### config.mk
export PLATFORM = sky130hd
export DESIGN_NAME = load_store_unit
export DESIGN_NICKNAME = d
export VERILOG_FILES = /design/src/rtl/lsu_pkg.sv /design/src/rtl/lsu_extend.sv /design/src/rtl/load_store_unit.sv
export SDC_FILE = /design/constraint.sdc
export NUM_CORES = 1
export LEC_CHECK = 0
export CORE_ASPECT_RATIO = 1.4
export CORE_UTILIZATION = 50
export DETAILED_ROUTE_END_ITERATION = 8
export HOLD_SLACK_MARGIN = 0.12
export PLACE_DENSITY = 0.82
export SETUP_SLACK_MARGIN = 0.15
export SKIP_LAST_GASP = 1
export SLEW_MARGIN = 40
export SYNTH_ARGS = -nofsm -noshare
export SYNTH_HDL_FRONTEND = slang
export SYNTH_HIERARCHICAL = 1
export SYNTH_SLANG_ARGS = --single-unit
### constraint.sdc
create_clock -name clk -period 8.1 [get_ports clk]
set_input_delay 1.215 -clock clk [delete_from_list [all_inputs] [get_ports clk]]
set_output_delay 1.215 -clock clk [all_outputs]
set_load 0.02 [all_outputs]
### src/rtl/lsu_pkg.sv
// rtl/lsu_pkg.sv - shared size codes, FSM encoding and alignment helpers for the load/store unit
package lsu_pkg;

  localparam logic [2:0] SZ_B  = 3'b000;
  localparam logic [2:0] SZ_H  = 3'b001;
  localparam logic [2:0] SZ_W  = 3'b010;
  localparam logic [2:0] SZ_BU = 3'b100;
  localparam logic [2:0] SZ_HU = 3'b101;

  typedef enum logic [1:0] {
    ST_IDLE   = 2'd0,
    ST_ACCESS = 2'd1,
    ST_RESP   = 2'd2
  } lsu_state_e;

  function automatic logic is_byte(input logic [2:0] size);
    return (size == SZ_B) || (size == SZ_BU);
  endfunction

  function automatic logic is_half(input logic [2:0] size);
    return (size == SZ_H) || (size == SZ_HU);
  endfunction

  // Unknown size codes fall through to the word rule.
  function automatic logic is_aligned(input logic [2:0] size, input logic [1:0] addr_lo);
    if (is_byte(size)) return 1'b1;
    if (is_half(size)) return !addr_lo[0];
    return addr_lo == 2'b00;
  endfunction

  function automatic logic [2:0] beat_count(input logic [2:0] size, input logic [1:0] addr_lo);
    if (is_aligned(size, addr_lo)) return 3'd1;
    if (is_half(size)) return 3'd2;
    return 3'd4;
  endfunction

endpackage

### src/rtl/lsu_extend.sv
// rtl/lsu_extend.sv - sign/zero extension of assembled load data by size code
module lsu_extend
  import lsu_pkg::*;
(
  input  logic [2:0]  size,
  input  logic [31:0] data_in,
  output logic [31:0] data_out
);

  // Pick the extension rule from the original load size; words pass through.
  always_comb begin
    data_out = data_in;
    case (size)
      SZ_B:    data_out = {{24{data_in[7]}}, data_in[7:0]};
      SZ_H:    data_out = {{16{data_in[15]}}, data_in[15:0]};
      SZ_BU:   data_out = {24'h0, data_in[7:0]};
      SZ_HU:   data_out = {16'h0, data_in[15:0]};
      default: data_out = data_in;
    endcase
  end

endmodule

### src/rtl/load_store_unit.sv
// rtl/load_store_unit.sv - data-memory initiator that splits misaligned accesses into byte beats
module load_store_unit
  import lsu_pkg::*;
#(
  parameter bit SPLIT_MISALIGNED = 1'b1
) (
  input  logic        clk,
  input  logic        rst,
  input  logic        req_valid,
  output logic        req_ready,
  input  logic        req_write,
  input  logic [2:0]  req_size,
  input  logic [31:0] req_addr,
  input  logic [31:0] req_wdata,
  output logic        rsp_valid,
  input  logic        rsp_ready,
  output logic [31:0] rsp_rdata,
  output logic        rsp_err,
  output logic [31:0] mem_access_addr,
  output logic [31:0] mem_in,
  output logic        mem_write_en,
  output logic        mem_read_en,
  output logic [2:0]  mem_data_size,
  input  logic [31:0] mem_out
);

  lsu_state_e  state_q, state_d;
  logic [2:0]  beat_q, beat_d;
  logic [2:0]  nbeats_q, nbeats_d;
  logic        split_q, split_d;
  logic        write_q, write_d;
  logic [2:0]  size_q, size_d;
  logic [31:0] addr_q, addr_d;
  logic [31:0] wdata_q, wdata_d;
  logic [31:0] asm_q, asm_d;
  logic [31:0] rdata_q, rdata_d;
  logic        err_q, err_d;
  logic        rsp_valid_q, rsp_valid_d;
  logic [31:0] asm_next;
  logic [31:0] ext_data;
  logic        req_aligned;

  assign req_aligned = is_aligned(req_size, req_addr[1:0]);

  // State and datapath registers; reset abandons any access in flight.
  always_ff @(posedge clk or posedge rst) begin
    if (rst) begin
      state_q     <= ST_IDLE;
      beat_q      <= 3'd0;
      nbeats_q    <= 3'd0;
      split_q     <= 1'b0;
      write_q     <= 1'b0;
      size_q      <= 3'd0;
      addr_q      <= 32'h0;
      wdata_q     <= 32'h0;
      asm_q       <= 32'h0;
      rdata_q     <= 32'h0;
      err_q       <= 1'b0;
      rsp_valid_q <= 1'b0;
    end else begin
      state_q     <= state_d;
      beat_q      <= beat_d;
      nbeats_q    <= nbeats_d;
      split_q     <= split_d;
      write_q     <= write_d;
      size_q      <= size_d;
      addr_q      <= addr_d;
      wdata_q     <= wdata_d;
      asm_q       <= asm_d;
      rdata_q     <= rdata_d;
      err_q       <= err_d;
      rsp_valid_q <= rsp_valid_d;
    end
  end

  // Assembly view including this beat: whole word when aligned, one byte lane when split.
  always_comb begin
    asm_next = mem_out;
    if (split_q) begin
      asm_next = asm_q;
      asm_next[{beat_q[1:0], 3'b000} +: 8] = mem_out[7:0];
    end
  end

  lsu_extend u_extend (
    .size     (size_q),
    .data_in  (asm_next),
    .data_out (ext_data)
  );

  // Next-state and datapath update; rsp_valid is registered one cycle after entering RESP.
  always_comb begin
    state_d     = state_q;
    beat_d      = beat_q;
    nbeats_d    = nbeats_q;
    split_d     = split_q;
    write_d     = write_q;
    size_d      = size_q;
    addr_d      = addr_q;
    wdata_d     = wdata_q;
    asm_d       = asm_q;
    rdata_d     = rdata_q;
    err_d       = err_q;
    rsp_valid_d = 1'b0;
    case (state_q)
      ST_IDLE: begin
        if (req_valid) begin
          write_d  = req_write;
          size_d   = req_size;
          addr_d   = req_addr;
          wdata_d  = req_wdata;
          beat_d   = 3'd0;
          asm_d    = 32'h0;
          split_d  = !req_aligned;
          nbeats_d = beat_count(req_size, req_addr[1:0]);
          err_d    = 1'b0;
          if (!req_aligned && !SPLIT_MISALIGNED) begin
            state_d = ST_RESP;
            err_d   = 1'b1;
            rdata_d = 32'h0;
          end else begin
            state_d = ST_ACCESS;
          end
        end
      end
      ST_ACCESS: begin
        beat_d = beat_q + 3'd1;
        if (!write_q) asm_d = asm_next;
        if (beat_q == nbeats_q - 3'd1) begin
          state_d = ST_RESP;
          if (write_q)      rdata_d = 32'h0;
          else if (split_q) rdata_d = ext_data;
          else              rdata_d = asm_next;
        end
      end
      ST_RESP: begin
        rsp_valid_d = 1'b1;
        if (rsp_valid_q && rsp_ready) begin
          state_d     = ST_IDLE;
          rsp_valid_d = 1'b0;
        end
      end
      default: state_d = ST_IDLE;
    endcase
  end

  // Port drive: memory signals only in ACCESS, response fields only while rsp_valid.
  always_comb begin
    req_ready       = (state_q == ST_IDLE) && !rst;
    rsp_valid       = rsp_valid_q;
    rsp_rdata       = rsp_valid_q ? rdata_q : 32'h0;
    rsp_err         = rsp_valid_q ? err_q : 1'b0;
    mem_access_addr = 32'h0;
    mem_in          = 32'h0;
    mem_write_en    = 1'b0;
    mem_read_en     = 1'b0;
    mem_data_size   = 3'd0;
    if (state_q == ST_ACCESS) begin
      mem_access_addr = addr_q + {29'd0, beat_q};
      mem_write_en    = write_q;
      mem_read_en     = !write_q;
      if (split_q) begin
        mem_data_size = write_q ? SZ_B : SZ_BU;
        if (write_q) begin
          case (beat_q[1:0])
            2'd0:    mem_in = {24'h0, wdata_q[7:0]};
            2'd1:    mem_in = {24'h0, wdata_q[15:8]};
            2'd2:    mem_in = {24'h0, wdata_q[23:16]};
            default: mem_in = {24'h0, wdata_q[31:24]};
          endcase
        end
      end else begin
        mem_data_size = size_q;
        mem_in        = write_q ? wdata_q : 32'h0;
      end
    end
  end

endmodule

==> flow_summary.json, run 1 <==
{
  "crit_cells": 8,
  "holdPathStages": 2,
  "synth_area_leaders": "dfrtp_1 (42%), nand2_1 (11%), and2_1 (4.2%)",
  "worstPathArrival_ps": 3910,
  "insertion_delay_ps": 430,
  "final.min_clock_period_ps": 5130,
  "synth_compound_area_share_pct": 15.1,
  "drv_slew": 0,
  "synth_nets": 1141,
  "critPathTopFamily": "simple AND/OR/NAND/NOR gates",
  "regToRegSetupSlack_ps": 4560,
  "mostFrequentLayoutCells": "nand2_1 (253), clkdlybuf4s50_1 (206), dfrtp_1 (138)",
  "finalSetupViolations": 0,
  "std_cell_rows": 56,
  "synth_xor_area_share_pct": 1.61,
  "seq_area_um2": 3560,
  "r2r_start": "beat_q[1]",
  "synth-edff-count": 0,
  "hold_class": "reg -> reg",
  "htree_levels": 4,
  "dp_hpwl_um": 17100,
  "avgViaCountPerCell": 5.70,
  "synth_top_family_by_area": "simple AND/OR/NAND/NOR gates",
  "reg2regPathDepth": 10,
  "dieWidth_um": 112,
  "end_kind": "output pin",
  "synth_top_area_share_pct": 41.7,
  "post_cts_buffers": 0,
  "grt.total_usage_pct": 28.8,
  "grt-ovfl-total": 0,
  "cp.required_ps": 6880,
  "relSlewSlack_pct": 44.5,
  "fp.coreArea_um2": 16700,
  "hold_viol": 0,
  "cts_tree": "yes",
  "drc_errors": 0,
  "grt_antenna_before_repair": 0,
  "synthCells": 1026,
  "worst_slew_pin_slew_ps": 816,
  "numCtsBuffers": 17,
  "yosysSeqAreaShare_pct": 41.7,
  "crit_end": "mem_access_addr[18]",
  "area_growth_pct": 31.7,
  "grt_pass1_wl_um": 39400,
  "ys.warnings.count": 6,
  "rsz0062_at_grt": "false",
  "postSynthAreaPerCell_um2": 8.31,
  "finClkSkew_ps": 4.92,
  "io_pins": 208,
  "ant_nets": 0,
  "synth_ff_type": "dfrtp_1",
  "r2r-end": "rdata_q[18]",
  "first_iter_violations": 648,
  "clockBufferDepth": 2,
  "root_buffer": "clkbuf_16",
  "power_uw": 4340,
  "yosysTopAreaCell": "dfrtp_1",
  "wl_per_cell_um": 17.7,
  "path_buf_inv": 2,
  "crit_chain": "ha_1 -> inv_1 -> fa_1 -> and2b_4 -> o2111ai_2 -> or4_1 -> a21oi_1 -> clkdlybuf4s50_1",
  "post_cts_resized": 0,
  "fin_setup_tns_ps": 0,
  "synthAdderAreaFrac_pct": 1.70,
  "nFillCells": 1400,
  "synth-seq-cells": 142,
  "layout-drive-gt1-share_pct": 7.78,
  "synth_mux_area_share_pct": 8.50,
  "status": "finished, final reports clean",
  "io_buffers": 206,
  "power_leakage_uw": 0.00501,
  "cpPeakStageDelay_ps": 640,
  "critPathSlowestCell": "or4_1",
  "startpoint": "beat_q[0]",
  "die_h_um": 157,
  "drtPass1Iterations": 5,
  "die-area_um2": 17600,
  "grt_pass1_vias": 7628,
  "maxCapViolCount": 0,
  "cts.sinks": 142,
  "syn_area_um2": 8530,
  "wl_um": 24700,
  "synth_simple_gate_area_share_pct": 26.0,
  "cp-start-kind": "register",
  "vias": 7964,
  "p_per_area_nw_per_um2": 386,
  "fmax_mhz": 195,
  "gp_congestion": 0.869,
  "vdd_ir_drop_max_mv": 0.245,
  "async_flop_share_pct": 100,
  "hold_ws_ps": 475,
  "diodes": 0,
  "layout.nets": 1298,
  "clk_pin_slew_ps": 60,
  "start_util_pct": 50.9,
  "path_max_fanout": 18,
  "period_share_pct": 63.3,
  "multi_input_area_um2": 4530,
  "final_common_cell": "nand2_1",
  "cts_hold_buf": 0,
  "grt_start_max_net_pins": 83,
  "synth_cell_type_count": 63,
  "criticalPathCategory": "reg -> out"
}
==> worst min-delay path by stage <==
stage / startpoint / to / slack (ps)
finish: asm_q[22] / asm_q[22] / 470
global placement: asm_q[23] / asm_q[23] / 460
detailed placement: wdata_q[5] / wdata_q[5] / 470
global route: rdata_q[11] / rdata_q[11] / 510
CTS: asm_q[22] / asm_q[22] / 480
floorplan: wdata_q[0] / wdata_q[0] / 450
==> cells by family after synthesis <==
group	count (synthesis)
and+or+nand+nor	485
AOI/OAI and AO/OA	203
DFF	142
buffers and inverters	102
muxes	68
xor gates and xnor gates	14
adders and majority gates	11
other	1
==> synth_stat cells, types with 2 or more instances <==
cell / n
a211oi_1: 3
a21o_1: 4
a21oi_1: 60
a22o_1: 32
a22oi_1: 16
and2_1: 57
and3_1: 4
and3_2: 2
and4_1: 2
and4_2: 2
buf_1: 2
buf_2: 10
buf_4: 10
buf_6: 3
clkbuf_1: 51
dfrtp_1: 142
ha_1: 10
inv_1: 23
mux2_1: 2
mux2_2: 30
mux2i_1: 35
nand2_1: 254
nand2b_1: 2
nand3_1: 11
nand4_1: 7
nand4b_1: 2
nor2_1: 92
nor2b_1: 19
nor3_1: 5
nor3b_1: 4
nor4_1: 3
o2111ai_1: 2
o211ai_1: 2
o21a_1: 2
o21ai_0: 56
o31ai_1: 18
o41ai_1: 3
or3_1: 2
or4_1: 7
xnor2_1: 6
xor2_1: 7
==> power breakdown <==
group / switching, uW / leakage (uW) / internal [uW]
logic: 1190 / 0.00293 / 933
registers: 348 / 0.00178 / 1040
clock network: 302 / 0.000294 / 527
==> per-layer routing <==
layer | global-route usage (%) | wire length [um] | vias up
li1 | - | - | 3771
met4 | 14.4 | 967 | 0
met5 | 0 | 0 | -
met3 | 5.85 | 1630 | 76
met1 | 33.2 | 9450 | 3801
met2 | 50.9 | 12700 | 316
==> stage by stage <==
step	instances	area (um2)	worst slack, ps	util (%)
2_1_floorplan	1026	8530	3080	-
6_report	1398	11200	2970	67.0
3_3_place_gp	1366	10600	3610	63.0
5_1_grt	1398	11200	2760	67.0
4_1_cts	1397	11200	2980	66.8
3_5_place_dp	1366	10600	3500	63.1
==> worst register-to-register path: stages, from the launching register on <==
cell	delay [ps]
dfrtp_1	460
inv_1	180
ha_1	480
and4b_1	440
a21oi_1	190
a21oi_1	120
mux2i_2	710
o21ai_0	200
mux2i_1	290
nor2_1	80
mux2_2	280
==> flip-flops by register name, summed over array words and instances (netlist names) <==
signal	flops
addr_q	32
asm_q	32
beat_q	3
nbeats_q	3
rdata_q	32
rsp_valid	1
size_q	3
split_q	1
state_q	2
wdata_q	32
write_q	1
==> final cells by class <==
| type | instances | share of cell area (%) |
|---|---|---|
| clock buffers | 20 | 4.07 |
| clock inverters | 11 | 1.47 |
| inverters | 24 | 0.847 |
| multi-input cells | 782 | 40.3 |
| flip-flops and latches | 142 | 31.7 |
| well taps | 203 | 2.26 |
| repair buffers | 216 | 19.3 |
(Power assumes the default switching activity.)
==> run 2: changes to the inputs <==
- clock period: 8.1 -> 4.9 ns (I/O delays scaled with it)
==> run 2 against run 1 <==
Via count fell by 0.24%. Flip-flop and latch count did not move. Final area rose by 0.14%. Worst setup slack got worse by 2500 ps. Die area did not move. Routed wire length fell by 0.42%. Hold slack improved by 2.9 ps. Sequential power rose by 64%. Clock power rose by 68%. Critical endpoint is now mem_access_addr[28]. Largest cell class unchanged.
==> flow_summary.json, run 2 (synthesis gave the netlist of run 1 again) <==
{
  "cts_tree": "yes",
  "p_sw_uw": 3060,
  "worst_slew_pin_slew_ps": 779,
  "wl_per_cell_um": 17.6,
  "power_leakage_uw": 0.00502,
  "clockBufferDepth": 2,
  "dp_hpwl_um": 17200,
  "io_pins": 208,
  "std_cell_rows": 56,
  "vdd_ir_drop_max_mv": 0.326,
  "pwr-share-comb_pct": 49.0,
  "finClkSkew_ps": 6.43,
  "end_kind": "output pin",
  "power_uw": 7180,
  "drtPass1Iterations": 5,
  "grt-ovfl-total": 0,
  "grt.total_usage_pct": 28.8,
  "clkPwrFrac_pct": 19.3,
  "cp.required_ps": 4160,
  "layout-drive-gt1-share_pct": 7.92,
  "first_iter_violations": 470,
  "die-area_um2": 17600,
  "vias": 7945,
  "nFillCells": 1364,
  "avgViaCountPerCell": 5.67,
  "p_per_area_nw_per_um2": 638,
  "grt_start_max_net_pins": 97,
  "final.min_clock_period_ps": 4380,
  "wl_um": 24600,
  "final_common_cell": "nand2_1",
  "mostFrequentLayoutCells": "nand2_1 (253), clkdlybuf4s50_1 (206), dfrtp_1 (139)",
  "layout.nets": 1301,
  "start_util_pct": 50.9,
  "grt_antenna_before_repair": 0,
  "clk_pin_slew_ps": 60,
  "die_h_um": 157,
  "hold_class": "reg -> reg",
  "ant_nets": 0,
  "criticalPathCategory": "reg -> out",
  "relSlewSlack_pct": 47.1,
  "fp.coreArea_um2": 16700,
  "maxCapViolCount": 0,
  "io_buffers": 206,
  "grt_pass1_vias": 7634,
  "hold_viol": 0,
  "cts_hold_buf": 0,
  "seqPwrFrac_pct": 31.7,
  "numCtsBuffers": 17,
  "cp-start-kind": "register",
  "insertion_delay_ps": 430,
  "intPower_uw": 4120,
  "gp_congestion": 0.935,
  "fin_setup_tns_ps": 0,
  "drc_errors": 0,
  "root_buffer": "clkbuf_16",
  "swShare_pct": 42.6,
  "fmax_mhz": 228,
  "diodes": 0,
  "period_share_pct": 89.5,
  "worstPathArrival_ps": 3650,
  "dieWidth_um": 112,
  "finalSetupViolations": 0,
  "drv_slew": 0,
  "area_growth_pct": 31.9,
  "rsz0062_at_grt": "false",
  "path_max_fanout": 18,
  "grt_pass1_wl_um": 39300,
  "htree_levels": 4,
  "cts.sinks": 142,
  "status": "finished, final reports clean"
}
==> run 2: cell type report <==
type	count	area, um2	share of cell area, %
Timing Repair Buffer	219	2160	19.2
Multi-Input combinational cell	782	4530	40.3
Clock inverter	15	213	1.89
Sequential cell	142	3560	31.7
Tap cell	203	254	2.26
Inverter	24	97.6	0.868
Clock buffer	17	425	3.78
==> run 2: path summary, 6_finish.rpt <==
check	cells past startpoint	startpoint	slack, ps	end
worst max-delay path	8	beat_q[0]	520	mem_access_addr[28]
worst min-delay path	2	asm_q[23]	480	asm_q[23]
worst max register to register	10	beat_q[1]	1440	rdata_q[22]
worst min register to register	2	asm_q[23]	480	asm_q[23]
max in group asynchronous	3	rst	3220	asm_q[11]
min in group asynchronous	2	rst	860	addr_q[26]
==> run 2: worst max-delay path: stages (launching register included) <==
cell             delay [ps]
dfrtp_1                 550
ha_1                    270
inv_1                    70
fa_1                    360
and2b_4                 310
o2111ai_4               270
or4_1                   580
a21oi_1                 170
clkdlybuf4s50_1         630
==> run 2: stage by stage <==
| stage | instances | utilization [%] | cell area, um2 | worst slack (ps) | hold slack [ps] |
|---|---|---|---|---|---|
| 3_5_place_dp | 1370 | 63.2 | 10600 | 831 | 466 |
| 2_1_floorplan | 1026 | - | 8530 | 355 | 446 |
| 6_report | 1402 | 67.1 | 11200 | 517 | 478 |
| 4_1_cts | 1402 | 67.1 | 11200 | 342 | 479 |
| 3_3_place_gp | 1370 | 63.2 | 10600 | 889 | 459 |
| 5_1_grt | 1402 | 67.1 | 11200 | 337 | 497 |
==> run 2: what timing repair did <==
item / in CTS / in global routing
buffers inserted: 0 / 0
gates resized for setup: 0 / 1
endpoints found under the setup margin: 0 / 3
==> run 2: per-layer routing <==
layer | share of wire [%] | global-route usage, %
met3 | 5.2 | 5.93
met5 | 0 | 0
met4 | 3.0 | 12.3
met1 | 40 | 34.0
met2 | 52 | 50.7
==> run 2: power by group through the flow <==
| stage | registers (uW) | logic [uW] | clock network, uW |
|---|---|---|---|
| global route | 2350 | 3870 | 1460 |
| detailed placement | 2280 | 3480 | 0 |
| finish | 2270 | 3520 | 1390 |
| floorplan | 2010 | 2620 | 0 |
| CTS | 2260 | 3520 | 1410 |
| global placement | 2250 | 3420 | 0 |
==> run 3: changes to the inputs <==
- TNS_END_PERCENT: unset -> 30
==> results of run 3 <==
The final DEF is identical to that of run 2; final timing and power are the same.
